## src/rtl/freelist_ctrl.sv

```systemverilog
// Physical-register free pool for a 2-wide rename stage: speculative head, architectural head, tail.
// Latency: responses are combinational from the current head; alloc/free/flush update state at the next edge.
// Backpressure: none; over-requests and over-frees are dropped and raise a sticky error flag.
module freelist_ctrl #(
  parameter int PREG_NUM = 64,
  parameter int LREG_NUM = 32,
  parameter int FL_DEPTH = PREG_NUM - LREG_NUM,
  parameter int PREG_W   = $clog2(PREG_NUM),
  parameter int PW       = $clog2(FL_DEPTH) + 1
) (
  input  logic              clock_i,
  input  logic              reset_i,
  input  logic              instr0_freelist_req_i,
  output logic [PREG_W-1:0] instr0_freelist_resp_o,
  input  logic              instr1_freelist_req_i,
  output logic [PREG_W-1:0] instr1_freelist_resp_o,
  output logic              freelist_can_alloc1_o,
  output logic              freelist_can_alloc2_o,
  output logic [PW-1:0]     freelist_count_o,
  input  logic              commit0_free_valid_i,
  input  logic [PREG_W-1:0] commit0_free_preg_i,
  input  logic              commit1_free_valid_i,
  input  logic [PREG_W-1:0] commit1_free_preg_i,
  input  logic              flush_valid_i,
  output logic              freelist_err_o
);

  localparam int IW = PW - 1;
  localparam logic [PW:0] DEPTH_W = (PW+1)'(FL_DEPTH);

  logic [PREG_W-1:0] entry_q [FL_DEPTH];
  logic [PW-1:0]     head_q, head_d;
  logic [PW-1:0]     arch_head_q, arch_head_d;
  logic [PW-1:0]     tail_q, tail_d;
  logic              err_q, err_d;

  logic [PW-1:0]     count;
  logic [IW-1:0]     head1_idx;
  logic [1:0]        n_alloc;
  logic [1:0]        n_free;
  logic              free_ok;
  logic              wr0_en, wr1_en;
  logic [IW-1:0]     wr0_idx, wr1_idx;

  // Wrap bit makes tail - head the exact occupancy, 0..FL_DEPTH.
  assign count     = tail_q - head_q;
  assign head1_idx = head_q[IW-1:0] + IW'(1);
  assign n_alloc   = {1'b0, instr0_freelist_req_i} + {1'b0, instr1_freelist_req_i};
  assign n_free    = {1'b0, commit0_free_valid_i} + {1'b0, commit1_free_valid_i};

  // Only pregs currently handed out can come back; anything more would overrun slots
  // still holding free or rewindable entries.
  assign free_ok   = ({1'b0, count} + (PW+1)'(n_free)) <= DEPTH_W;

  // Valid commit slots pack into consecutive tail slots, slot 0 first.
  assign wr0_en    = commit0_free_valid_i && free_ok;
  assign wr1_en    = commit1_free_valid_i && free_ok;
  assign wr0_idx   = tail_q[IW-1:0];
  assign wr1_idx   = tail_q[IW-1:0] + IW'(commit0_free_valid_i);

  assign instr0_freelist_resp_o = entry_q[head_q[IW-1:0]];
  assign instr1_freelist_resp_o = instr0_freelist_req_i ? entry_q[head1_idx]
                                                        : entry_q[head_q[IW-1:0]];
  assign freelist_count_o       = count;
  assign freelist_can_alloc1_o  = (count != '0);
  assign freelist_can_alloc2_o  = (count >= PW'(2));
  assign freelist_err_o         = err_q;

  // Next pointer state: commit frees first, then either flush rewind or allocation.
  always_comb begin
    head_d      = head_q;
    arch_head_d = arch_head_q;
    tail_d      = tail_q;
    err_d       = err_q;
    if (n_free != 2'd0) begin
      if (free_ok) begin
        tail_d      = tail_q + PW'(n_free);
        arch_head_d = arch_head_q + PW'(n_free);
      end else begin
        err_d = 1'b1;
      end
    end
    if (flush_valid_i) begin
      head_d = arch_head_d;
    end else if (n_alloc != 2'd0) begin
      // Allocation sees only the occupancy from before this cycle's frees.
      if (count >= PW'(n_alloc)) begin
        head_d = head_q + PW'(n_alloc);
      end else begin
        err_d = 1'b1;
      end
    end
  end

  // State registers and entry writes; reset refills the queue with the unmapped pregs.
  always_ff @(posedge clock_i) begin
    if (reset_i) begin
      head_q      <= '0;
      arch_head_q <= '0;
      tail_q      <= {1'b1, {IW{1'b0}}};
      err_q       <= 1'b0;
      for (int i = 0; i < FL_DEPTH; i++) begin
        entry_q[i] <= PREG_W'(LREG_NUM + i);
      end
    end else begin
      head_q      <= head_d;
      arch_head_q <= arch_head_d;
      tail_q      <= tail_d;
      err_q       <= err_d;
      if (wr0_en) entry_q[wr0_idx] <= commit0_free_preg_i;
      if (wr1_en) entry_q[wr1_idx] <= commit1_free_preg_i;
    end
  end

endmodule

```

## config.mk

```make
export PLATFORM = sky130hd
export DESIGN_NAME = freelist_ctrl
export DESIGN_NICKNAME = d
export VERILOG_FILES = /design/src/rtl/freelist_ctrl.sv
export SDC_FILE = /design/constraint.sdc
export NUM_CORES = 1
export LEC_CHECK = 0
export BUFFER_PORTS_ARGS = -buffer_cell sky130_fd_sc_hd__buf_2
export CORE_AREA = 5 5 190 192
export CTS_CLUSTER_DIAMETER = 40
export DETAILED_ROUTE_END_ITERATION = 10
export DIE_AREA = 0 0 195 197
export PLACE_DENSITY = 0.7
export RECOVER_POWER = 50
export SYNTH_ARGS = -nofsm -noshare
export SYNTH_HDL_FRONTEND = slang
export SYNTH_SLANG_ARGS = --single-unit
```

## constraint.sdc

```tcl
create_clock -name clock_i -period 11.8 [get_ports clock_i]
set_input_delay 0.59 -clock clock_i [delete_from_list [all_inputs] [get_ports clock_i]]
set_output_delay 0.59 -clock clock_i [all_outputs]
set_load 0.02 [all_outputs]
```

==> summary.txt <==
Clock tree
  – Clock buffer depth: 3
  – Reg clk slew, reported paths: 60 ps
  – H-tree Lvls: 2
  – Number of CTS-inserted buffers: 34
  – CTS Root Cell: clkbuf_16
  – CTS tree: built
  – Skew-Pair Late Insertion Delay: 520 ps
  – Clk sinks: 216
  – Post CTS Setup Buffer Count: 0
  – Cts repair resizes: 0
  – Hold buffer count at CTS: 0

Place
  – Inst Count DP: 1690
  – Count of port buffers added during placement: 39
  – Dpl hpwl: 37300 um
  – Routability Congestion: 0.972

Worst setup path
  – Worst Setup Start Kind: flop
  – FF-to-FF path depth: 14
  – Critical R2R Launch: tail_q[0]
  – Critical path launch point: tail_q[0]
  – CP Cell Sequence: inv_1, ha_1, inv_1, fa_1, inv_1, fa_1, a211oi_1, mux2i_1, a211oi_1, mux2_1, mux2_1, clkbuf_1, nand3_1, o211ai_1
  – Reg2reg end: entry_q[13][5]
  – WP data required: 11950 ps
  – Crit path DAT: 8280 ps
  – Crit path max fanout: 66
  – CP Class: flop to flop
  – Most common cell on crit path: inv_1
  – Crit path capture type: flop
  – Crit path buffers/inverters: 4
  – R2R Setup Slk: 3660 ps
  – CP max stage cell: clkbuf_1
  – Top delay family on crit path: buffers and inverters
  – Crit-path max cell delay: 2270 ps

Worst hold path
  – Hold Path Origin: arch_head_q[5]
  – Hold Path Stages: 2
  – WHS Endpoint: arch_head_q[5]
  – Worst Hold Class: flop to flop

Logic synthesis
  – Simple-Gate Fraction of Synth Area: 16.4%
  – Post-Syn Area: 15100 um2
  – Xor/xnor share of the synthesized area: 0.629%
  – Main combinational cell family by area after synthesis: multiplexers
  – Post-synthesis cell count: 1337
  – Synthesized flop and latch total: 216
  – Register area share after synthesis: 41.3%
  – Adder-cell area share of the yosys netlist: 2.48%
  – Synthesized area per cell: 11.3 um2
  – YS warnings: 0
  – Synthesized Nets: 1383
  – Synth area leader: edfxtp_1
  – Post-synth EDFFs: 192
  – Cell variety after synth: 69
  – Multiplexer share of the synthesized area: 19.8%
  – Fraction of registers with async set or reset after synthesis: 0%
  – Predominant post-synthesis flop cell: edfxtp_1
  – Area contributors post-synth: edfxtp_1 (38%), mux4_2 (18%), a31oi_1 (4.6%)
  – Synth Area in Compound Gates: 13.8%
  – Top cell type's share of synthesized area: 38.2%

Timing
  – Fin crit period: 8140 ps
  – TNS Setup: 0 ps
  – Worst Clk Skew: 21.3 ps
  – Worst rel slew slack: -192%
  – Slew @ Worst Pin: 4380 ps
  – Fmax: 123 MHz
  – Fin. Hold Viols: 0
  – Final Cycle Share: 68.9%
  – Fin. max-slew vios: 266
  – WHS: 499 ps
  – RSZ-0062 raised after global routing: no
  – Setup-failing EPs final: 0

Die
  – Die area: 38400 um2
  – # IOs: 40
  – Core Rows: 68
  – Width of the die: 195 um
  – Core area: 34200 um2
  – Die Y: 197 um
  – Starting Density: 44.2%

Run
  – Max cap viols: 5

GRT
  – GRT overflow: 0
  – First-pass GRT wire length: 83200 um
  – Global-route usage over all layers: 28.3%
  – Vias in the first global route: 12900
  – Initial antenna violation count: 1
  – Largest net degree at the start of global routing: 96

Pwr
  – Pwr Density: 219 nW/um2
  – Peak VDD IR: 270 uV
  – Leakage power: 4.43 nW
  – Pwr Total: 3.60 mW

Cells and area
  – Layout Cells excl Fill: 1749
  – Final #Nets: 1317
  – Layout area overhead: 8.85%
  – Filler Cells Inserted: 3009
  – Post-layout util: 48.1%
  – Layout cells sized above 1: 19.3%

Status
  – Status: finished with violations
  – Failing checks: max-capacitance violations, max-slew violations

Drt
  – Post-Route WL: 56600 um
  – Via count: 13500
  – # DRC: 0
  – Via-per-instance ratio: 7.74
  – DR pass1 iterations: 8
  – Antenna-violating nets left: 0
  – Starting DRC count in detailed routing: 2938
  – DR WL/cell: 32.4 um
-- flip-flops by register name (all words and copies together), names as in the netlist, named ones only --
signal          cells
arch_head_q         6
entry_q           192
freelist_err_o      1
head_q              6
tail_q              6
-- synth_stat cells (3+ instances only) --
| library cell | instances |
|---|---|
| and2_1 | 7 |
| a31oi_1 | 111 |
| nor3_1 | 47 |
| xnor2_1 | 6 |
| edfxtp_1 | 192 |
| and3_1 | 7 |
| a21oi_1 | 23 |
| nor4_1 | 111 |
| buf_4 | 9 |
| or2_2 | 4 |
| clkbuf_1 | 104 |
| o21ai_0 | 8 |
| o31ai_1 | 83 |
| xor2_1 | 3 |
| nand4_1 | 79 |
| a211oi_1 | 3 |
| mux2_2 | 10 |
| mux4_2 | 120 |
| fa_1 | 5 |
| inv_1 | 25 |
| nand2b_1 | 6 |
| nand3_1 | 50 |
| or3_1 | 6 |
| buf_6 | 3 |
| ha_1 | 22 |
| nor2_1 | 54 |
| o2111ai_1 | 4 |
| nand2_1 | 48 |
| buf_1 | 18 |
| dfxtp_1 | 24 |
| buf_2 | 34 |
| nor2b_1 | 6 |
| mux2i_1 | 14 |
| or4_1 | 8 |
| a21o_1 | 5 |
| o211ai_1 | 33 |
-- routing by layer --
layer	wire length (um)	global-route usage, %
met4	2970	10.6
met5	0	0
met1	19400	37.3
met2	24700	43.8
met3	9600	9.81
-- cells by family (layout without fill, tap and decap cells) --
| family | count (synthesis) | count (layout) |
|---|---|---|
| mux | 146 | 146 |
| fa+ha+maj | 27 | 27 |
| flops | 216 | 216 |
| compound gates | 296 | 296 |
| buf+inv | 195 | 151 |
| other cells | 0 | 1 |
| simple gates | 447 | 447 |
| xor+xnor | 10 | 10 |
-- layout make-up --
type	count	area, um2	area share, %
well taps	455	569	3.46
clock buffers	38	887	5.39
inverters	27	101	0.616
diodes	1	2.50	0.0152
multi-input cells	926	8030	48.8
flip-flops and latches	216	6250	38.0
clock inverters	20	234	1.42
repair buffers	66	374	2.27
-- per-stage QoR --
stage / instance area (um2) / worst slack (ps)
after floorplan: 15100 / 7800
after global placement: 15400 / 6940
after detailed placement: 15400 / 6720
after CTS: 16500 / 6740
after global routing: 16400 / 3270
final: 16400 / 3660
-- tightest hold or removal path, delay by kind of cell, from the launching register on --
family | cells | cell delay [ps]
AO/OA/AOI/OAI | 2 | 130
flip-flops | 1 | 320
-- worst max-delay path by stage --
stage / end / slack, ps / cells after the start
final: entry_q[13][5] / 3660 / 14
after global routing: entry_q[13][0] / 3270 / 14
after CTS: entry_q[22][5] / 6740 / 13
after detailed placement: entry_q[22][5] / 6720 / 13
after global placement: entry_q[30][1] / 6940 / 13
after floorplan: entry_q[13][0] / 7800 / 13
-- power by group --
group / switching [mW] / total [mW] / internal [mW]
Sequential: 0.0878 / 0.965 / 0.877
Combinational: 1.11 / 1.63 / 0.514
Clock: 0.363 / 1.01 / 0.648
-- layout by cell type, fill, tap and decap left out, types with 33 or more instances in the layout --
master	n
edfxtp_1	192
o211ai_1	33
o31ai_1	82
nand4_1	79
nor3_1	42
mux4_2	120
clkbuf_16	35
a31oi_1	111
nor4_1	112
nor2_1	53
nand3_1	52
nand2_1	48
Note: power is estimated with default switching activity, not from simulation.
